===== src/rtl/fb_pkg.sv =====
// Frame geometry and pixel format shared by the framebuffer writer and the scanout.
package fb_pkg;
  localparam int H_RES     = 640;
  localparam int V_RES     = 480;
  localparam int FB_PIXELS = H_RES * V_RES;
  localparam int ADDR_W    = 19;
  localparam int DATA_W    = 24;

  localparam logic [0:0] IDLE = 1'b0;
  localparam logic [0:0] RUN  = 1'b1;
endpackage


===== src/rtl/fb_writer_skid_buffer.sv =====
// Two-entry skid buffer: the output registers are the main stage and one skid
// register absorbs a word accepted while the output is stalled.
module skid_buffer #(
  parameter int DATA_W = fb_pkg::DATA_W
) (
  input  logic              clk,
  input  logic              rst,
  input  logic              i_allow,
  input  logic              i_valid,
  output logic              o_ready,
  input  logic [DATA_W-1:0] i_data,
  output logic              o_valid,
  input  logic              i_ready,
  output logic [DATA_W-1:0] o_data
);
  logic              r_ready;
  logic              r_out_valid;
  logic              r_skid_valid;
  logic [DATA_W-1:0] r_out_data;
  logic [DATA_W-1:0] r_skid_data;
  logic              w_in_fire;
  logic              w_out_load;
  logic              w_skid_valid_nxt;

  assign w_in_fire        = i_valid && r_ready;
  assign w_out_load       = !r_out_valid || i_ready;
  assign w_skid_valid_nxt = !w_out_load && (r_skid_valid || w_in_fire);

  // ready is registered, so it is derived from next-cycle occupancy and i_allow
  always_ff @(posedge clk or posedge rst) begin
    if (rst) begin
      r_ready      <= 1'b0;
      r_out_valid  <= 1'b0;
      r_skid_valid <= 1'b0;
      r_out_data   <= '0;
      r_skid_data  <= '0;
    end else begin
      r_ready      <= i_allow && !w_skid_valid_nxt;
      r_skid_valid <= w_skid_valid_nxt;
      if (w_out_load) begin
        r_out_valid <= r_skid_valid || w_in_fire;
      end
      if (w_out_load && r_skid_valid) begin
        r_out_data <= r_skid_data;
      end else if (w_out_load && w_in_fire) begin
        r_out_data <= i_data;
      end
      if (!w_out_load && w_in_fire) begin
        r_skid_data <= i_data;
      end
    end
  end

  assign o_ready = r_ready;
  assign o_valid = r_out_valid;
  assign o_data  = r_out_data;
endmodule


===== src/rtl/fb_writer.sv =====
// Raster pixel stream to sequential frame-RAM writes at x + y*H_RES.
// States: IDLE waits for FRAME_START | RUN accepts pixels until the last write is granted.
module fb_writer #(
  parameter int H_RES  = fb_pkg::H_RES,
  parameter int V_RES  = fb_pkg::V_RES,
  parameter int ADDR_W = fb_pkg::ADDR_W,
  parameter int DATA_W = fb_pkg::DATA_W
) (
  input  logic              clk,
  input  logic              rst,
  input  logic              FRAME_START,
  input  logic              PIX_VALID,
  output logic              PIX_READY,
  input  logic [DATA_W-1:0] PIX_DATA,
  output logic [9:0]        PIX_X,
  output logic [9:0]        PIX_Y,
  output logic              WR_EN,
  input  logic              WR_READY,
  output logic [ADDR_W-1:0] WR_ADDR,
  output logic [DATA_W-1:0] WR_DATA,
  output logic              BUSY,
  output logic              FRAME_DONE
);
  import fb_pkg::*;

  localparam int              FRAME_PIX = H_RES * V_RES;
  localparam logic [ADDR_W:0] CNT_FULL  = (ADDR_W + 1)'(FRAME_PIX);
  localparam logic [ADDR_W:0] CNT_ONE   = (ADDR_W + 1)'(1);
  localparam logic [ADDR_W-1:0] LAST_ADDR = ADDR_W'(FRAME_PIX - 1);
  localparam logic [9:0]      X_LAST    = 10'(H_RES - 1);

  logic [0:0]        r_state;
  logic [0:0]        w_state_nxt;
  logic [ADDR_W:0]   r_acc_cnt;
  logic [ADDR_W:0]   w_acc_cnt_nxt;
  logic [9:0]        r_x;
  logic [9:0]        r_y;
  logic [ADDR_W-1:0] r_wr_addr;
  logic              r_frame_done;
  logic              w_start;
  logic              w_accept;
  logic              w_wr_done;
  logic              w_last_wr;
  logic              w_allow;

  assign w_accept  = PIX_VALID && PIX_READY;
  assign w_wr_done = WR_EN && WR_READY;
  assign w_last_wr = (r_state == RUN) && w_wr_done && (r_wr_addr == LAST_ADDR);
  // a start coinciding with the done pulse is dropped; it must come again in IDLE
  assign w_start   = (r_state == IDLE) && FRAME_START && !r_frame_done;

  always_comb begin
    w_state_nxt = r_state;
    if (w_start) begin
      w_state_nxt = RUN;
    end else if (w_last_wr) begin
      w_state_nxt = IDLE;
    end
  end

  assign w_acc_cnt_nxt = w_start  ? '0 :
                         w_accept ? r_acc_cnt + CNT_ONE : r_acc_cnt;
  assign w_allow       = (w_state_nxt == RUN) && (w_acc_cnt_nxt < CNT_FULL);

  skid_buffer #(.DATA_W(DATA_W)) u_skid (
    .clk     (clk),
    .rst     (rst),
    .i_allow (w_allow),
    .i_valid (PIX_VALID),
    .o_ready (PIX_READY),
    .i_data  (PIX_DATA),
    .o_valid (WR_EN),
    .i_ready (WR_READY),
    .o_data  (WR_DATA)
  );

  always_ff @(posedge clk or posedge rst) begin
    if (rst) begin
      r_state      <= IDLE;
      r_acc_cnt    <= '0;
      r_x          <= '0;
      r_y          <= '0;
      r_wr_addr    <= '0;
      r_frame_done <= 1'b0;
    end else begin
      r_state      <= w_state_nxt;
      r_acc_cnt    <= w_acc_cnt_nxt;
      r_frame_done <= w_last_wr;
      if (w_start) begin
        r_x       <= '0;
        r_y       <= '0;
        r_wr_addr <= '0;
      end else begin
        // coordinates park on the last pixel once the frame is fully accepted
        if (w_accept && (w_acc_cnt_nxt != CNT_FULL)) begin
          if (r_x == X_LAST) begin
            r_x <= '0;
            r_y <= r_y + 10'd1;
          end else begin
            r_x <= r_x + 10'd1;
          end
        end
        if (w_wr_done) begin
          r_wr_addr <= r_wr_addr + ADDR_W'(1);
        end
      end
    end
  end

  assign PIX_X      = r_x;
  assign PIX_Y      = r_y;
  assign WR_ADDR    = r_wr_addr;
  assign BUSY       = (r_state == RUN);
  assign FRAME_DONE = r_frame_done;
endmodule

===== config.mk =====
export PLATFORM = sky130hd
export DESIGN_NAME = fb_writer
export DESIGN_NICKNAME = d
export VERILOG_FILES = /design/src/rtl/fb_pkg.sv /design/src/rtl/fb_writer_skid_buffer.sv /design/src/rtl/fb_writer.sv
export SDC_FILE = /design/constraint.sdc
export NUM_CORES = 1
export LEC_CHECK = 0
export BUFFER_PORTS_ARGS = -buffer_cell sky130_fd_sc_hd__buf_2
export CAP_MARGIN = 20
export CORE_MARGIN = 4
export CORE_UTILIZATION = 55
export CTS_CLUSTER_SIZE = 24
export DETAILED_ROUTE_END_ITERATION = 16
export HOLD_SLACK_MARGIN = 0.05
export PLACE_DENSITY = 0.78
export SLEW_MARGIN = 20
export SYNTH_ARGS = -nofsm -noshare
export SYNTH_HDL_FRONTEND = slang
export SYNTH_SLANG_ARGS = --single-unit

===== constraint.sdc =====
create_clock -name clk -period 3.5 [get_ports clk]
set_input_delay 0.175 -clock clk [delete_from_list [all_inputs] [get_ports clk]]
set_output_delay 0.175 -clock clk [all_outputs]
set_load 0.02 [all_outputs]

# After elaboration in Yosys (flattened, before gate mapping)
# Cells that the tools add are included.
# W data, S select, Z words.
word_totals:
  reg_bits: 112
  out_inout_bits: 67
  word_cells: 58
classes:
  addsub: 4
  magnitude_cmp: 1
  eq_ne: 3
  muxes: 14
  bitwise: 1
  reduce_logical: 24
ops:
  columns: ["cell", "count"]
  rows:
  - ["$mux W10", 6]
  - ["$mux W24", 2]
  - ["$mux W20", 2]
  - ["$mux W19", 2]
  - ["$add A10 B1 Y10 const B", 2]
  - ["$add A20 B1 Y20 const B", 1]
  - ["$lt A20 B19 Y1 const B", 1]
  - ["$ne A20 B19 Y1 const B", 1]
  - ["$add A19 B1 Y19 const B", 1]
  - ["$eq A19 B19 Y1 const B", 1]
  - ["$logic_and A1 B1 Y1", 13]
  - ["$eq A10 B10 Y1 const B", 1]
  - ["$reduce_bool A2 Y1", 4]
  - ["$logic_not A1 Y1", 4]
  - ["$logic_or A1 B1 Y1", 2]
  - ["$mux W1", 2]
  - ["$reduce_and A2 Y1", 1]
  - ["$not A1 Y1", 1]

# Depth between registers and ports, before layout
depth:
  depth_word: 8
  mapped_depth: 11

# Hierarchy
# From an unflattened synthesis, not the netlist that was laid out.
unflattened:
  hier_cells: 508
  area_unflattened_um2: 5869.4
by_module_without_submodules:
  columns: ["mod", "n_inst", "cells_per_inst", "area_per_inst_um2", "seq_area_each_um2"]
  rows:
  - ["fb_writer", 1, 369, 3360.7, 1526.5]
  - ["skid_buffer", 1, 139, 2508.7, 1276.2]

# Worst setup path before layout
# OpenSTA, ideal clock, no wires.
synth_timing:
  path_kind: "reg2reg"
  from: "register r_acc_cnt[1]"
  to: "register r_y[4] (netlist: PIX_Y[4])"
  setup_ns: 0.119
  arrival_time_ns: 2.657
  required_time_ns: 3.381
  path_slack_ns: 0.724
  stages_incl_launch_ff: 11
  n_path_buf: 1
  synth_period_minus_slack_ns: 2.776
  path_cell_list: "dfrtp_1 ha_1 nand4_2 or4_4 maj3_2 a21oi_1 and4bb_1 buf_6 a2111oi_4 a21oi_1 o21a_1"
synth_via:
  elab_chain_len: 7
synth_lines:
  columns: ["item", "line", "rtl"]
  rows:
  - ["start: declaration", "fb_writer.sv:34", "logic [ADDR_W:0] r_acc_cnt;"]
  - ["start signal: assignment", "fb_writer.sv:87", "r_acc_cnt <= w_acc_cnt_nxt;"]
  - ["$add A20 B1 Y20", "fb_writer.sv:62", "w_accept ? r_acc_cnt + CNT_ONE : r_acc_cnt;"]
  - ["$mux W20 (*)", "fb_writer.sv:62", null]
  - ["$mux W20 (*)", "fb_writer.sv:61", "assign w_acc_cnt_nxt = w_start ? '0 :"]
  - ["$ne A20 B19 Y1 (*)", "fb_writer.sv:95", "if (w_accept && (w_acc_cnt_nxt != CNT_FULL)) begin"]
  - ["$logic_and A1 B1 Y1 (*)", "fb_writer.sv:95", null]
  - ["$reduce_bool A2 Y1 (no line) (*)", null, null]
  - ["$reduce_and A2 Y1 (no line) (*)", null, null]
  - ["end signal: assignment", "fb_writer.sv:98", "r_y <= r_y + 10'd1;"]
  - ["end: declaration", "fb_writer.sv:37", "logic [9:0] r_y;"]
# Mark *: on every way between the ends. The rest lies on a longest branch, timed or not.
# A chain may end at the register's enable or synchronous reset.

# Worst setup path after layout
layout_timing:
  from: "register r_acc_cnt[1]"
  to: "register r_y[8] (netlist: PIX_Y[8])"
# The elaborated chain is that of the path after synthesis.

==> summary.md <==
| Metric | Value |
|---|---|
| WHS Path Cells | `2` |
| Crit start category | `flip-flop` |
| Syn Std Cell Area | `0.00565 mm^2` |
| Slowest cell on the critical path | `and4bb_1` |
| Max-slew violations | `0` |
| Period utilization | `a little over nine tenths` |
| Status | `finished, final reports clean` |
| Routed via count | `4751` |
| Synth Register Bits | `112` |
| Yosys cell types | `between 60 and 70` |
| Sequential area share after synthesis | `49.6%` |
| Ys Warns | `0` |
| Worst Path Arrival | `around 3.6 ns` |
| Share of layout cells above drive strength 1 | `a little under a quarter` |
| WP data required | `between 3 and 4 ns` |
| Die width | `approximately 110 um` |
| Post-CTS sizing | `0` |
| Number of flops mapped to enable cells by yosys | `0` |
| Vias in the first global route | `about 4600` |
| GRT overflow | `0` |
| GR Layer Usage met1 | `30.4%` |
| Port buffer count | `95` |
| DR pass1 iterations | `5` |
| N_diodes | `0` |
| Post-Synthesis Cells | `roughly 550` |
| Delay-heaviest family, CP | `simple AND/OR/NAND/NOR gates` |
| Endpoint type of the worst setup path | `flip-flop` |
| Top cell type's share of synthesized area | `49.6%` |
| CTS Buffer Depth | `2` |
| Syn Nets | `~600` |
| P_leak | `~3 nW` |
| Area growth syn-to-layout | `18.1%` |
| Max Clock Freq | `about 300 MHz` |
| Post-DRT Antenna Nets | `0` |
| Num rows | `36` |
| Max_slew headroom | `43.4%` |
| IO Pins | `96` |
| Minimum clock period | `3.31 ns` |
| TritonCTS Sinks | `about 110` |
| Worst hold endpoint | `u_skid.r_skid_data[1]$_DFFE_PP0P_` |
| Core area | `~0.01 mm^2` |
| Die area | `0.0120 mm^2` |
| Nets@finish | `slightly below 700` |
| Grt peak-use layer | `met2` |
| Top post-synthesis cells by area | `dfrtp_1, a22oi_1, mux2_2` |
| Met3 Use GR | `around 5%` |
| DRC | `0` |
| Antenna violations before repair | `0` |
| Gpl congestion | `0.902` |
| Fillcell total | `slightly below 800` |
| Die height | `roughly 110 um` |
| WL final | `13.5 mm` |
| CTS HTree Levels | `3` |
| Dominant synthesized flop cell | `dfrtp_1` |
| Pwr Density | `567 mW/mm^2` |
| Final setup viols | `0` |
| Hold Startpoint | `PIX_DATA[1]` |
| Kind of critical path | `flip-flop to flip-flop` |
| Synth area leader | `dfrtp_1` |
| Largest net degree at the start of global routing | `approximately 110` |
| Routed vias/inst | `5.95` |
| Initial core utilization | `between 50% and 60%` |
| Reg2reg start | `r_acc_cnt[1]$_DFF_PP0_` |
| Syn avg cell area | `10.2 um^2` |
| FF-to-FF End | `PIX_Y[8]$_DFFE_PP0P_` |
| Met2 Usage GRT | `37.8%` |
| Worst Skew | `between 0.015 and 0.02 ns` |
| Critical Path, Cell by Cell | `ha_1, nand4_2, or4_4, nor4_1, o221ai_1, and4bb_1, a21oi_4, and3_1, o21a_1` |
| First-pass GRT wire length | `22.0 mm` |
| VDD IR max | `0.388 mV` |
| Clk_lat worst skew | `0.38 ns` |
| Top cells by count, synth | `dfrtp_1, nor2_1, a22oi_1, o21ai_0, nand2_1` |
| Most numerous cell in the Yosys netlist | `dfrtp_1` |
| Worst-path clk slew | `~0.11 ns` |
| Max Fanout on Critical Path | `18` |
| R2R depth | `9` |
| Setup TNS | `0 ns` |
| CTS buffer count | `9` |
| Total GRT Usage | `between 20% and 30%` |
| RSZ-0062 raised after global routing | `false` |
| Reg2Reg Setup Slack | `approximately 0.19 ns` |
| CP max stage delay | `0.61 ns` |
| Asr flop ratio synth | `100%` |
| Final count of hold timing violations | `0` |
| Placed wire-length estimate | `~8.8 mm` |
| Wirelength per Cell | `approximately 17 um` |
| Tot Pwr | `3.79 mW` |
| Buf/Inv on CP | `0` |
| CTS root buf | `clkbuf_8` |
| Initial DRC count | `about 410` |
| Max Cap Viol | `0` |
| CTS tree | `done` |
| Worst slew pin tran | `0.849 ns` |
| Hold Crit Class | `primary input to flip-flop` |
[area by class of cell]
class | instances | area [um^2] | area share (%)
clock buffer | 12 | 145 | 2.17
clock inverter | 4 | 52.6 | 0.787
inverter | 18 | 70.1 | 1.05
multi-input combinational | 393 | 2650 | 39.7
sequential | 112 | 2800 | 42.0
tap | 133 | 166 | 2.49
timing repair buffer | 126 | 791 | 11.8
[worst max-delay path by stage]
stage / startpoint / end / slack [ns] / cells past startpoint
6_report: r_acc_cnt[1]$_DFF_PP0_ / PIX_Y[8]$_DFFE_PP0P_ / 0.19 / 9
5_1_grt: r_acc_cnt[1]$_DFF_PP0_ / PIX_Y[8]$_DFFE_PP0P_ / 0.01 / 9
4_1_cts: r_acc_cnt[1]$_DFF_PP0_ / PIX_Y[8]$_DFFE_PP0P_ / 0.21 / 9
3_5_place_dp: r_acc_cnt[1]$_DFF_PP0_ / PIX_X[8]$_DFFE_PP0P_ / 0.31 / 9
3_3_place_gp: r_acc_cnt[1]$_DFF_PP0_ / PIX_Y[6]$_DFFE_PP0P_ / 0.44 / 9
2_1_floorplan: rst / BUSY$_DFF_PP0_ / 0.37 / 1
[report_power, final]
group | internal, mW | switching [mW] | leakage [nW]
logic | 0.468 | 0.647 | 1.48
registers | 1.58 | 0.297 | 1.40
clock network | 0.355 | 0.442 | 0.101
total | 2.40 | 1.39 | 2.99
[per-stage QoR]
stage          instance area (um^2)  utilization (%)  hold WS (ns)  setup WS [ns]  instances
6_report                       6680             67.4        0.0644          0.193        798
5_1_grt                        6680             67.4        0.0554         0.0142        798
4_1_cts                        6670             67.3        0.0516          0.209        797
3_5_place_dp                   6250             63.1         0.378          0.311        759
3_3_place_gp                   6250             63.1         0.372          0.440        759
2_1_floorplan                  5650                -         0.326          0.366        553
[per-layer routing]
layer / vias to the layer above / wire length (um)
li1: 2223 / -
met1: 2355 / 5810
met2: 150 / 6700
met3: 23 / 792
met4: 0 / 211
met5: - / 0
[sequential cells by signal (all words and copies together), names as in the netlist]
signal / count
u_skid.o_valid: 1
u_skid.o_ready: 1
u_skid.r_skid_valid: 1
PIX_Y: 10
BUSY: 1
u_skid.r_skid_data: 24
r_acc_cnt: 20
PIX_X: 10
u_skid.o_data: 24
WR_ADDR: 19
FRAME_DONE: 1
[placed cells by master, fill, tap and decap left out, types with 3 or more instances in the layout]
| master | netlist | routed |
|---|---|---|
| buf_4 | 1 | 6 |
| dfrtp_1 | 112 | 112 |
| nor2_1 | 52 | 52 |
| nand4_1 | 8 | 8 |
| inv_1 | 18 | 17 |
| dlygate4sd3_1 | 0 | 23 |
| a21oi_1 | 23 | 23 |
| a31oi_1 | 3 | 3 |
| and2_1 | 6 | 6 |
| ha_1 | 4 | 4 |
| clkbuf_8 | 0 | 10 |
| mux2_2 | 24 | 24 |
| xnor2_1 | 20 | 20 |
| a22oi_1 | 48 | 48 |
| nand3_1 | 23 | 23 |
| mux2i_1 | 6 | 6 |
| o21ai_0 | 37 | 37 |
| nand2_1 | 31 | 31 |
| nor3_1 | 10 | 10 |
| a21o_1 | 4 | 4 |
| nor4_1 | 7 | 7 |
| and3_1 | 12 | 12 |
| buf_2 | 1 | 95 |
| o21a_1 | 4 | 4 |
| or3_1 | 9 | 9 |
| nand2b_1 | 3 | 3 |
| xor2_1 | 16 | 16 |
[what timing repair did]
| item | 4_1_cts | 5_1_grt |
|---|---|---|
| hold endpoints to repair | 133 | 1 |
| hold buffers | 22 | 1 |
| setup buffers | 0 | 0 |
[cell families after synthesis]
family          Yosys count  share of synthesized area, %
compound gates          140                          17.2
xor+xnor                 36                          5.58
fa+ha+maj                 6                          1.26
buf+inv                  48                          3.67
flops                   112                          49.6
mux                      30                          5.84
simple gates            181                          16.8
Power figures use the tool's default switching activity.
